<file path="src/rtl/surf_cout_lane_aligner.sv">
// Multi-lane COUT frame aligner. Each lane collects nibbles into frames,
// optionally captures one frame, checks frames against the training word,
// and searches for frame alignment by rotating its boundary or requesting
// a PHY bitslip.
//
// state   | meaning
// --------+-----------------------------------------------------------
// S_IDLE  | no alignment run since reset
// S_WAIT  | discarding two frame ends after a restart or boundary move
// S_CHECK | comparing frames, counting consecutive good frames
// S_SLIP  | one-cycle bitslip request to the PHY
// S_DONE  | lane locked
// S_FAIL  | bitslip budget exhausted without lock
module surf_cout_lane_aligner #(
  parameter int                          NLANES        = 1,
  parameter int                          FRAME_LEN     = 8,
  parameter logic [4*FRAME_LEN-1:0]      TRAIN_PATTERN = 32'hA55A6996,
  parameter int                          GOOD_FRAMES   = 4,
  parameter int                          MAX_SLIP      = 3,
  parameter int                          ERR_W         = 16
) (
  input  logic                            sysclk_i,
  input  logic                            rst_i,
  input  logic                            sync_i,
  input  logic [4*NLANES-1:0]             cout_i,
  input  logic                            capture_i,
  input  logic                            enable_i,
  input  logic                            align_start_i,
  output logic [4*FRAME_LEN*NLANES-1:0]   cout_parallel_o,
  output logic [NLANES-1:0]               cout_valid_o,
  output logic [NLANES-1:0]               biterr_o,
  output logic [ERR_W*NLANES-1:0]         errcnt_o,
  output logic [NLANES-1:0]               bitslip_o,
  output logic [NLANES-1:0]               aligned_o,
  output logic [NLANES-1:0]               align_fail_o,
  output logic                            busy_o
);

  localparam int W  = 4 * FRAME_LEN;
  localparam int CW = (FRAME_LEN > 1) ? $clog2(FRAME_LEN) : 1;
  localparam int SW = $clog2(MAX_SLIP + 1);
  localparam int GW = $clog2(GOOD_FRAMES + 1);

  typedef enum logic [2:0] {
    S_IDLE, S_WAIT, S_CHECK, S_SLIP, S_DONE, S_FAIL
  } state_t;

  function automatic logic [W-1:0] rotr(input logic [W-1:0] v, input int n);
    return (v >> n) | (v << (W - n));
  endfunction

  logic [CW-1:0]     cnt_q, cnt_d;
  logic [NLANES-1:0] busy_lane;

  // Shared frame counter, restarted by sync
  always_comb begin
    cnt_d = sync_i ? '0 : cnt_q + CW'(1);
  end

  // Frame counter register
  always_ff @(posedge sysclk_i) begin
    if (rst_i) cnt_q <= '0;
    else       cnt_q <= cnt_d;
  end

  for (genvar l = 0; l < NLANES; l++) begin : g_lane
    state_t           state_q, state_d;
    logic [CW-1:0]    off_q, off_d;
    logic [W-5:0]     sr_q, sr_d;
    logic             armed_q, armed_d;
    logic [W-1:0]     par_q, par_d;
    logic             valid_q, valid_d;
    logic             biterr_q, biterr_d;
    logic [ERR_W-1:0] errcnt_q, errcnt_d;
    logic [SW-1:0]    slipcnt_q, slipcnt_d;
    logic [GW-1:0]    goodcnt_q, goodcnt_d;
    logic             waitcnt_q, waitcnt_d;

    logic [3:0]       nib;
    logic [W-1:0]     word;
    logic             fe, mism, rot_hit;
    logic [CW-1:0]    rot_k;
    logic [GW-1:0]    good_nxt;

    assign nib      = cout_i[4*l +: 4];
    assign word     = {sr_q, nib};
    // Frame end sits one count before the lane's offset so the frame starts at cnt == off
    assign fe       = (cnt_q == off_q - CW'(1));
    assign mism     = (word != TRAIN_PATTERN);
    assign good_nxt = goodcnt_q + GW'(1);

    // Find which nibble rotation of the training word the lane is showing
    always_comb begin
      rot_hit = 1'b0;
      rot_k   = '0;
      for (int k = 1; k < FRAME_LEN; k++) begin
        if (word == rotr(TRAIN_PATTERN, 4 * k)) begin
          rot_hit = 1'b1;
          rot_k   = CW'(k);
        end
      end
    end

    // Next-state logic for assembly, capture, checking and alignment search
    always_comb begin
      sr_d      = word[W-5:0];
      armed_d   = armed_q;
      par_d     = par_q;
      valid_d   = 1'b0;
      biterr_d  = 1'b0;
      errcnt_d  = errcnt_q;
      state_d   = state_q;
      off_d     = off_q;
      slipcnt_d = slipcnt_q;
      goodcnt_d = goodcnt_q;
      waitcnt_d = waitcnt_q;

      if (fe && armed_q) begin
        par_d   = word;
        valid_d = 1'b1;
        armed_d = 1'b0;
      end else if (capture_i) begin
        armed_d = 1'b1;
      end

      // A restart swallows a coincident frame end, including its error check
      if (align_start_i) begin
        errcnt_d = '0;
      end else if (fe && (enable_i || state_q == S_CHECK) && mism) begin
        biterr_d = 1'b1;
        if (errcnt_q != '1) errcnt_d = errcnt_q + ERR_W'(1);
      end

      if (align_start_i) begin
        state_d   = S_WAIT;
        slipcnt_d = '0;
        goodcnt_d = '0;
        waitcnt_d = 1'b0;
      end else begin
        case (state_q)
          S_WAIT: begin
            if (fe) begin
              if (waitcnt_q) begin
                state_d   = S_CHECK;
                waitcnt_d = 1'b0;
              end else begin
                waitcnt_d = 1'b1;
              end
            end
          end
          S_CHECK: begin
            if (sync_i) begin
              goodcnt_d = '0;
              waitcnt_d = 1'b0;
              state_d   = S_WAIT;
            end else if (fe) begin
              if (!mism) begin
                goodcnt_d = good_nxt;
                if (good_nxt == GW'(GOOD_FRAMES)) state_d = S_DONE;
              end else if (rot_hit) begin
                off_d     = off_q + rot_k;
                goodcnt_d = '0;
                waitcnt_d = 1'b0;
                state_d   = S_WAIT;
              end else if (slipcnt_q < SW'(MAX_SLIP)) begin
                state_d = S_SLIP;
              end else begin
                state_d = S_FAIL;
              end
            end
          end
          S_SLIP: begin
            slipcnt_d = slipcnt_q + SW'(1);
            goodcnt_d = '0;
            waitcnt_d = 1'b0;
            state_d   = S_WAIT;
          end
          default: ;
        endcase
      end
    end

    // Lane registers
    always_ff @(posedge sysclk_i) begin
      if (rst_i) begin
        state_q   <= S_IDLE;
        off_q     <= '0;
        sr_q      <= '0;
        armed_q   <= 1'b0;
        par_q     <= '0;
        valid_q   <= 1'b0;
        biterr_q  <= 1'b0;
        errcnt_q  <= '0;
        slipcnt_q <= '0;
        goodcnt_q <= '0;
        waitcnt_q <= 1'b0;
      end else begin
        state_q   <= state_d;
        off_q     <= off_d;
        sr_q      <= sr_d;
        armed_q   <= armed_d;
        par_q     <= par_d;
        valid_q   <= valid_d;
        biterr_q  <= biterr_d;
        errcnt_q  <= errcnt_d;
        slipcnt_q <= slipcnt_d;
        goodcnt_q <= goodcnt_d;
        waitcnt_q <= waitcnt_d;
      end
    end

    assign cout_parallel_o[W*l +: W]     = par_q;
    assign cout_valid_o[l]               = valid_q;
    assign biterr_o[l]                   = biterr_q;
    assign errcnt_o[ERR_W*l +: ERR_W]    = errcnt_q;
    assign bitslip_o[l]                  = (state_q == S_SLIP);
    assign aligned_o[l]                  = (state_q == S_DONE);
    assign align_fail_o[l]               = (state_q == S_FAIL);
    assign busy_lane[l]                  = (state_q == S_WAIT) || (state_q == S_CHECK) ||
                                           (state_q == S_SLIP);
  end

  assign busy_o = |busy_lane;

endmodule

</file>
<file path="config.mk">
export PLATFORM = sky130hd
export DESIGN_NAME = surf_cout_lane_aligner
export DESIGN_NICKNAME = d
export VERILOG_FILES = /design/src/rtl/surf_cout_lane_aligner.sv
export SDC_FILE = /design/constraint.sdc
export NUM_CORES = 1
export LEC_CHECK = 0
export CAP_MARGIN = 10
export CORE_MARGIN = 2
export CORE_UTILIZATION = 52
export DETAILED_ROUTE_END_ITERATION = 8
export PLACE_DENSITY = 0.85
export SYNTH_ARGS = -nofsm -noshare
export SYNTH_HDL_FRONTEND = slang
export SYNTH_SLANG_ARGS = --single-unit
export TNS_END_PERCENT = 30
</file>
<file path="constraint.sdc">
create_clock -name sysclk_i -period 3.4 [get_ports sysclk_i]
set_input_delay 0.68 -clock sysclk_i [delete_from_list [all_inputs] [get_ports sysclk_i]]
set_output_delay 0.68 -clock sysclk_i [all_outputs]
set_load 0.005 [all_outputs]
</file>
==> run summary, run 1 <==
The number of enable flip-flop cells after synthesis works out to 0. The post-synthesis net count was 393. The clock latency of the later-clocked register in the worst-skew pair was 0.36 ns. By area the synthesized netlist is led by sky130_fd_sc_hd__dfxtp_1 (50%), sky130_fd_sc_hd__a22o_1 (7.4%), sky130_fd_sc_hd__nor2b_1 (5.3%). For this run, the leading register cell type out of synthesis is sky130_fd_sc_hd__dfxtp_1.

The area overhead of the layout relative to synthesis came out at 26.49%. After clock tree synthesis, the clock-pin slew on the worst setup and hold paths is 0.08 ns. Tracing the worst setup path back leads to its startpoint at cout_i[1]. In the routed design, unresolved DRC markers number 0. Of the cells placed in the final design, the portion with a size suffix greater than 1 is 9.131%. Summed over all nets, the half-perimeter wirelength after detailed placement is 6.019 mm. In this run the power density over the cells is 409.1 nW/µm². The first global-routing pass estimated 13.48 mm of wire. TritonCTS built the clock tree.

The kind of start point of the critical path is a primary input. Max-cap violations in this run came to 0. The tools report the internal power component as 0.001545 W. The dominant cell type by area after synthesis was sky130_fd_sc_hd__dfxtp_1. Mean number of vias per cell: 5.599.

Summing all placed instances gives a cell area of 4556 µm². Clock tree root buffer cell: sky130_fd_sc_hd__clkbuf_8. Sequential cells were found to cover 49.87% of the synthesized design area. For the die area, the log shows 7954 µm². Number of antenna violations at the first check in global routing: 0.

The critical path capture point type is a flip-flop. On the critical path the largest part of the delay comes from simple AND/OR/NAND/NOR gates. The run gives 50 as the distinct cell type count after synthesis. For this run the aggregate overflow at the end of global routing stands at 0. The startpoint identified for the worst hold timing path is g_lane[0].slipcnt_q[1].

The worst setup path category is in2reg. The y dimension of the die was 89.19 µm. The number of cells produced by synthesis was 375. The pre-antenna-repair detailed-routing pass consisted of 4 iterations.

Summed over all nets, the switching power comes to 0.0004083 W. The leakage power total is 1.723 nW. The flow ran to the end, and the final reports show no timing, DRC or antenna violations. STA puts the critical path data required time at 3.65 ns.

The transition time at the pin with the least slew margin is 0.6600 ns, and the combinational power share is 3.0%. The tools report the worst hold-check slack as 0.4658 ns. Startpoint of the lowest-slack register-to-register path: g_lane[0].off_q[0]. The top cell type by area accounts for 49.87% of the synthesized area. The biggest fanout along the worst timing path was 5. The setup-violating endpoint count in the final report is 0.

The largest single stage delay on the critical path is 0.54 ns. The count of buffering cells on the critical path with inverters included works out to 2. Number of clock sinks seen by CTS: 94. Counting along the longest clock path gives a buffer depth of 2. The share of total power in the clock network is 39.6%, and the initial cell density of the core is 52.88%. The average size of a mapped cell was 10.06 µm²; the peak clock frequency supported by timing was 306.4 MHz. The share of total power consumed by net switching was 20.91%; the count of warnings emitted by yosys was 0.

The logs give 463 for the net count reported at finish and 4773 µm² for the post-route cell area. For the worst setup path, the data arrival time is 3.52 ns. Global routing consumed, over all layers together, 21.74% of the routing resources. The via total after detailed routing is 3068, and the antenna cell count is 0. The initial DRC count is 137. The count of nets left with antenna violations after detail routing was 0.

In the finished design, the share of the clock period the worst path needs comes to 95.98%. The H-tree was split into 3 levels. The flop and latch count out of synthesis is 94, and the post-detailed-route wirelength per cell is 15.36 µm. At the end of routability-driven placement, the weighted congestion stood at 1.004. The logs give 0.001953 W for the total chip power and 0.2718 mV for the worst supply voltage drop on vdd. The largest individual stage delay along the critical path comes from the cell sky130_fd_sc_hd__clkdlybuf4s50_1. The async set-or-reset flop fraction in the synthesized netlist came out at 0%. The die width was 89.19 µm. The number of failing hold endpoints at the final stage was 0; the pin count of the biggest net entering global routing was 39. Class of the tightest hold or removal check: reg2reg. After layout, the minimum clock period comes to 3.263 ns.

The cell area that synthesis handed to floorplanning was 3774 µm². In this run the tightest slew margin relative to its limit is 55.59%. 64 I/O pins were placed.

The routed design has 8.418 mm of wire. After floorplanning, the core was sized to cover 7137 µm². The number of buffers added by the clock tree synthesis step is 9. The number of I/O port buffers works out to 63.

Walking the worst path, the cells encountered are clkdlybuf4s50_1 > nor4bb_1 > nand2_1 > o32a_1 > o22ai_1 > ha_1 > inv_1 > fa_1 > nor4_1 > a211oi_1 > mux2_2. The tools report the number of global-route vias before repair as 2917. Per report_power, the sequential group accounts for 57.5% of the total. The floorplan has 31 rows. The number of max-slew violations in the final report was 0; the worst clock skew on the final layout was 0.01045 ns.
-- worst paths after layout --
check	endpoint	slack, ns	cells past startpoint
setup / recovery	g_lane[0].off_q[2]	0.14	11
hold / removal	g_lane[0].slipcnt_q[1]	0.47	2
setup reg to reg	errcnt_o[15]	0.34	10
hold reg to reg	g_lane[0].slipcnt_q[1]	0.47	2
-- cells in the final DEF (no fill, tap or decap), types with 4 or more instances in the layout --
master / count
sky130_fd_sc_hd__dfxtp_1: 94
sky130_fd_sc_hd__xor2_1: 12
sky130_fd_sc_hd__inv_1: 9
sky130_fd_sc_hd__nor4_1: 5
sky130_fd_sc_hd__and4bb_2: 4
sky130_fd_sc_hd__o21ai_0: 6
sky130_fd_sc_hd__nor3_1: 7
sky130_fd_sc_hd__nor4bb_1: 11
sky130_fd_sc_hd__nor2b_1: 32
sky130_fd_sc_hd__a31oi_1: 4
sky130_fd_sc_hd__clkdlybuf4s50_1: 63
sky130_fd_sc_hd__buf_4: 12
sky130_fd_sc_hd__nor2_1: 28
sky130_fd_sc_hd__a211oi_1: 4
sky130_fd_sc_hd__xnor2_1: 4
sky130_fd_sc_hd__nand2_1: 27
sky130_fd_sc_hd__a22o_1: 32
sky130_fd_sc_hd__ha_1: 7
sky130_fd_sc_hd__nand4_1: 13
sky130_fd_sc_hd__clkbuf_8: 9
sky130_fd_sc_hd__a21oi_1: 11
-- per-layer routing --
layer	vias to the layer above	share of wire (%)	routed length [µm]	track usage, %
met2	71	49	4138	36.30
met3	14	3.6	301	4.617
li1	1506	-	-	-
met5	-	0	0	0
met4	0	2.1	174	8.820
met1	1477	45	3803	27.44
-- power groups by stage --
stage | sequential [W] | combinational [W] | clock [W]
5_1_grt | 0.00112 | 0.0000635 | 0.000826
4_1_cts | 0.00112 | 0.0000573 | 0.000786
2_1_floorplan | 0.00114 | 0.0000355 | 0
3_5_place_dp | 0.00115 | 0.0000569 | 0
3_3_place_gp | 0.00115 | 0.0000559 | 0
6_report | 0.00112 | 0.0000580 | 0.000773
-- final cells by class --
class | instances | area [µm²]
flip-flops and latches | 94 | 1882
multi-input cells | 256 | 1809
repair buffers | 75 | 720.7
fillers | 605 | 2364
well taps | 99 | 123.9
clock inverters | 4 | 72.57
inverters | 9 | 33.78
clock buffers | 11 | 131.4
-- flip-flops by register name, summed over array words and instances (netlist names) --
name              count
g_lane.goodcnt_q      3
cout_parallel_o      32
g_lane.off_q          3
g_lane.slipcnt_q      2
g_lane.waitcnt_q      1
g_lane.armed_q        1
biterr_o              1
g_lane.state_q        3
cout_valid_o          1
g_lane.sr_q          28
cnt_q                 3
errcnt_o             16
-- cells in the mapped netlist, types with 3 or more instances --
cell type	count
sky130_fd_sc_hd__nor2b_1	32
sky130_fd_sc_hd__dfxtp_1	94
sky130_fd_sc_hd__and4bb_2	4
sky130_fd_sc_hd__a22o_1	32
sky130_fd_sc_hd__or4_1	3
sky130_fd_sc_hd__nor2_1	29
sky130_fd_sc_hd__nor4_1	5
sky130_fd_sc_hd__xor2_1	12
sky130_fd_sc_hd__nand3_1	3
sky130_fd_sc_hd__a211oi_1	4
sky130_fd_sc_hd__and3_1	3
sky130_fd_sc_hd__a21oi_1	12
sky130_fd_sc_hd__nor3_1	7
sky130_fd_sc_hd__clkbuf_1	14
sky130_fd_sc_hd__ha_1	7
sky130_fd_sc_hd__nand2_1	27
sky130_fd_sc_hd__inv_1	9
sky130_fd_sc_hd__nor4bb_1	12
sky130_fd_sc_hd__o21ai_0	6
sky130_fd_sc_hd__xnor2_1	4
sky130_fd_sc_hd__a31oi_1	4
sky130_fd_sc_hd__nand4_1	13
-- per-stage QoR --
stage	setup TNS, ns	worst slack (ns)	std cells	util [%]
final	0	0.1367	548	66.88
after global routing	-0.05647	-0.05647	548	66.88
after CTS	0	0.2074	547	66.69
after detailed placement	-0.1578	-0.1578	532	63.83
after global placement	-0.04166	-0.04166	532	63.83
after floorplan	0	0.5690	375	-
-- kinds of logic (layout without fill, tap and decap cells) --
logic type / Yosys count / after routing / share of synthesized area [%]
AND/OR/NAND/NOR: 153 / 153 / 24.14
flip-flops: 94 / 94 / 49.87
AO/OA/AOI/OAI: 75 / 75 / 15.45
buffers and inverters: 25 / 99 / 2.520
XOR/XNOR: 17 / 17 / 4.343
adder cells (fa/ha/maj): 8 / 8 / 2.851
multiplexers: 3 / 3 / 0.8289
-- repair_timing --
action                                  4_1_cts  5_1_grt
endpoints found under the setup margin        0        1
hold endpoints to repair                      0        0
setup buffers                                 0        1
hold buffers                                  0        0
resized for setup                             0        1
-- worst min-delay path: stages, from the launching register on --
cell and delay, ns:
sky130_fd_sc_hd__dfxtp_1 0.32, sky130_fd_sc_hd__nand2_1 0.05, sky130_fd_sc_hd__a21oi_1 0.05
No activity file was read; power rests on OpenSTA's default activity.
==> run 2, diff against run 1 <==
--- a/config.mk
+++ b/config.mk
@@ -10,6 +10,7 @@
 export CORE_UTILIZATION = 52
 export DETAILED_ROUTE_END_ITERATION = 8
 export PLACE_DENSITY = 0.85
+export REMOVE_ABC_BUFFERS = 1
 export SYNTH_ARGS = -nofsm -noshare
 export SYNTH_HDL_FRONTEND = slang
 export SYNTH_SLANG_ARGS = --single-unit
==> run summary, run 2 (synthesis results as in run 1) <==
The tools report the number of global-route vias before repair as 2886. The transition time at the pin with the least slew margin works out to 0.7713 ns. STA classifies the critical path startpoint as a primary input. Prior to clock tree synthesis, the placed netlist has a worst setup slack of -0.1139 ns.

Die width: 89.19 µm. The run finished with clean final reports. In this run the static leakage power is 1.739 nW.

The logs give 38.6% for the share of total power in the clock network and 58.3% for the sequential share of power. Across all setup checks in the final design, the least slack found is 0.2161 ns. In this run the deepest clock path goes through 2 buffers. For this run, the top clock speed supported by timing is 314.1 MHz. The number of cells on the worst reg-to-reg path is 10. Headroom to the max-slew limit came out at 48.11%. The tools report the clock tree root buffer cell as sky130_fd_sc_hd__clkbuf_8. Power comes to 0.001922 W. STA puts the critical path data arrival time at 3.43 ns. CTS built an H-tree with a depth of 3. For this design the total switching power over the nets is 0.0004238 W.

The class of the tightest hold or removal check was reg2reg. The initial DRC count came out at 194. The biggest fanout along the worst timing path is 5, and the count of hold-fix buffers inserted at cts is 0. The top cell types in the final layout, fill and taps aside, are sky130_fd_sc_hd__dfxtp_1 (94), sky130_fd_sc_hd__clkdlybuf4s50_1 (63), sky130_fd_sc_hd__nor2b_1 (32), sky130_fd_sc_hd__a22o_1 (32), sky130_fd_sc_hd__nor2_1 (28). The tools report the via total after detailed routing as 3055. TritonCTS created 9 clock buffers. The initial cell density of the core was 52.88%. Number of antenna violations at the first check in global routing: 0. For this block, the routed nets add up to 8.000 mm of wire. Using the TritonRoute via totals, the vias-per-cell ratio works out to 5.544.

The final critical-path required period was 3.184 ns. Entering global routing, the biggest net connects 37 pins. At the end of routability-driven placement, the weighted congestion stood at 0.8905. The logs give 21.31% for the overall track demand over capacity in global routing and 31 for the placement row count.

Port buffering added 63 buffers. Timing startpoint of the critical path: cout_i[1]. The clock transition at the registers of the reported paths was 0.08 ns; the fraction of the cycle the final worst path needs was 93.64%.

After detailed routing, the number of remaining DRC violations is 0. The startpoint of the lowest-slack register-to-register path is g_lane[0].sr_q[23]. The die is 89.19 µm tall. The fraction of layout instances using a drive strength above 1 was 10.40%. Across all register-to-register paths, the minimum setup slack is 0.43 ns. The logs give 0.001499 W for the internal power component and 5.708 mm for the HPWL after detailed placement. The tools report the endpoint of the worst-slack reg-to-reg timing path as g_lane[0].off_q[2]. The worst path required time is 3.65 ns.

The logs give 13.23 mm for the first-pass GRT wire length and 0.006131 ns for the worst clock skew on the final layout. After global routing the overflow that remains totals 0. For this design, the sink count on the clock tree is 94. The number of max-slew violations in the final report is 0, and the post-detailed-route wirelength per cell is 14.52 µm. The number of max-cap violations was 0; the net count reported at finish was 465. The most critical setup path has its endpoint at g_lane[0].off_q[2]. The logs give 0 for the setup-violating endpoint count in the final report and 0.2552 mV for the worst supply voltage drop on vdd. In this run switching power makes up 22.05% of total power.

The number of antenna diodes in the final layout is 0. For the worst-skew pair, the clock arrives at the later sink with an insertion delay of 0.36 ns. Number of top-level pins: 64. The area overhead of the layout relative to synthesis works out to 27.09%. The tools report the count of nets left with antenna violations after detail routing as 0.

STA classifies the critical path endpoint as a flip-flop. TritonCTS built the clock tree. Core footprint: 7137 µm².

The most common cell after layout, fill and taps aside is sky130_fd_sc_hd__dfxtp_1. The number of failing hold endpoints at the final stage is 0. The die covers 7954 µm². The worst hold-check slack was 0.4656 ns. The flip-flop count of the largest register, all copies and words added was 32.

For this design the ratio of total power to cell area is 400.8 nW/µm². Per report_power, the combinational group accounts for 3.1% of the total. The run gives 4 as the number of iterations in the first detailed-routing pass. The worst setup path category is in2reg.
-- run 2: cell count changes in the layout (fill, tap and decap cells not counted) --
cell / change
sky130_fd_sc_hd__clkbuf_1: -1
sky130_fd_sc_hd__clkinvlp_4: -1
sky130_fd_sc_hd__clkinv_4: +1
sky130_fd_sc_hd__bufinv_16: -1
sky130_fd_sc_hd__buf_4: +2
sky130_fd_sc_hd__clkinv_2: +1
sky130_fd_sc_hd__inv_6: +1
sky130_fd_sc_hd__nor4bb_2: +2
sky130_fd_sc_hd__nor4bb_1: -2
sky130_fd_sc_hd__clkbuf_8: +1
-- run 2: per-stage QoR --
stage / utilization (%) / std cells / cell area (µm²) / setup TNS [ns]
6_report: 67.20 / 551 / 4796 / 0
5_1_grt: 67.20 / 551 / 4796 / -0.01630
4_1_cts: 66.94 / 551 / 4777 / 0
3_5_place_dp: 64.15 / 535 / 4578 / -0.1139
3_3_place_gp: 64.15 / 535 / 4578 / -0.03037
2_1_floorplan: - / 359 / 3712 / 0
-- run 2: worst max-delay path, cell delays in order --
cell,delay (ns)
sky130_fd_sc_hd__clkdlybuf4s50_1,0.55
sky130_fd_sc_hd__nor4bb_2,0.30
sky130_fd_sc_hd__nand2_1,0.16
sky130_fd_sc_hd__o32a_1,0.31
sky130_fd_sc_hd__o22ai_1,0.18
sky130_fd_sc_hd__ha_1,0.17
sky130_fd_sc_hd__inv_1,0.05
sky130_fd_sc_hd__fa_1,0.39
sky130_fd_sc_hd__nor4_1,0.29
sky130_fd_sc_hd__a211oi_1,0.08
sky130_fd_sc_hd__mux2_2,0.29
-- run 2: layout make-up --
class	instances	area, µm²
fill	566	2341
inverter	9	33.78
clock buffer	11	141.4
tap	99	123.9
sequential	94	1882
clock inverter	5	57.56
timing repair buffer	77	735.7
multi-input combinational	256	1822
-- run 2: how the worst min path moves through the flow --
stage / slack, ns / cells past startpoint / from / to
after CTS: 0.47 / 2 / g_lane[0].slipcnt_q[1] / g_lane[0].slipcnt_q[1]
after floorplan: 0.44 / 2 / g_lane[0].slipcnt_q[1] / g_lane[0].slipcnt_q[1]
after global routing: 0.50 / 2 / g_lane[0].slipcnt_q[1] / g_lane[0].slipcnt_q[1]
final: 0.47 / 2 / g_lane[0].slipcnt_q[1] / g_lane[0].slipcnt_q[1]
after detailed placement: 0.46 / 2 / g_lane[0].slipcnt_q[1] / g_lane[0].slipcnt_q[1]
after global placement: 0.45 / 2 / g_lane[0].slipcnt_q[1] / g_lane[0].slipcnt_q[1]
-- run 2: power groups by stage --
| stage | logic (W) | clock network (W) | registers [W] |
|---|---|---|---|
| floorplan | 0.0000267 | 0 | 0.00114 |
| global placement | 0.0000579 | 0 | 0.00115 |
| detailed placement | 0.0000585 | 0 | 0.00115 |
| CTS | 0.0000593 | 0.000756 | 0.00112 |
| global route | 0.0000658 | 0.000803 | 0.00112 |
| finish | 0.0000600 | 0.000741 | 0.00112 |
-- run 2: layer usage --
layer  global-route usage, %  part of all wire [%]  wire length, µm
met3                   5.448                   4.3              345
met4                   8.955                   1.4              108
met5                       0                     0                0
met1                   28.62                    47             3750
met2                   32.73                    47             3795
-- run 2: what timing repair did --
item                                    CTS  global route
endpoints found under the setup margin    0             1
hold endpoints to repair                  0             0
buffers inserted                          0             0
gates resized for setup                   0             3
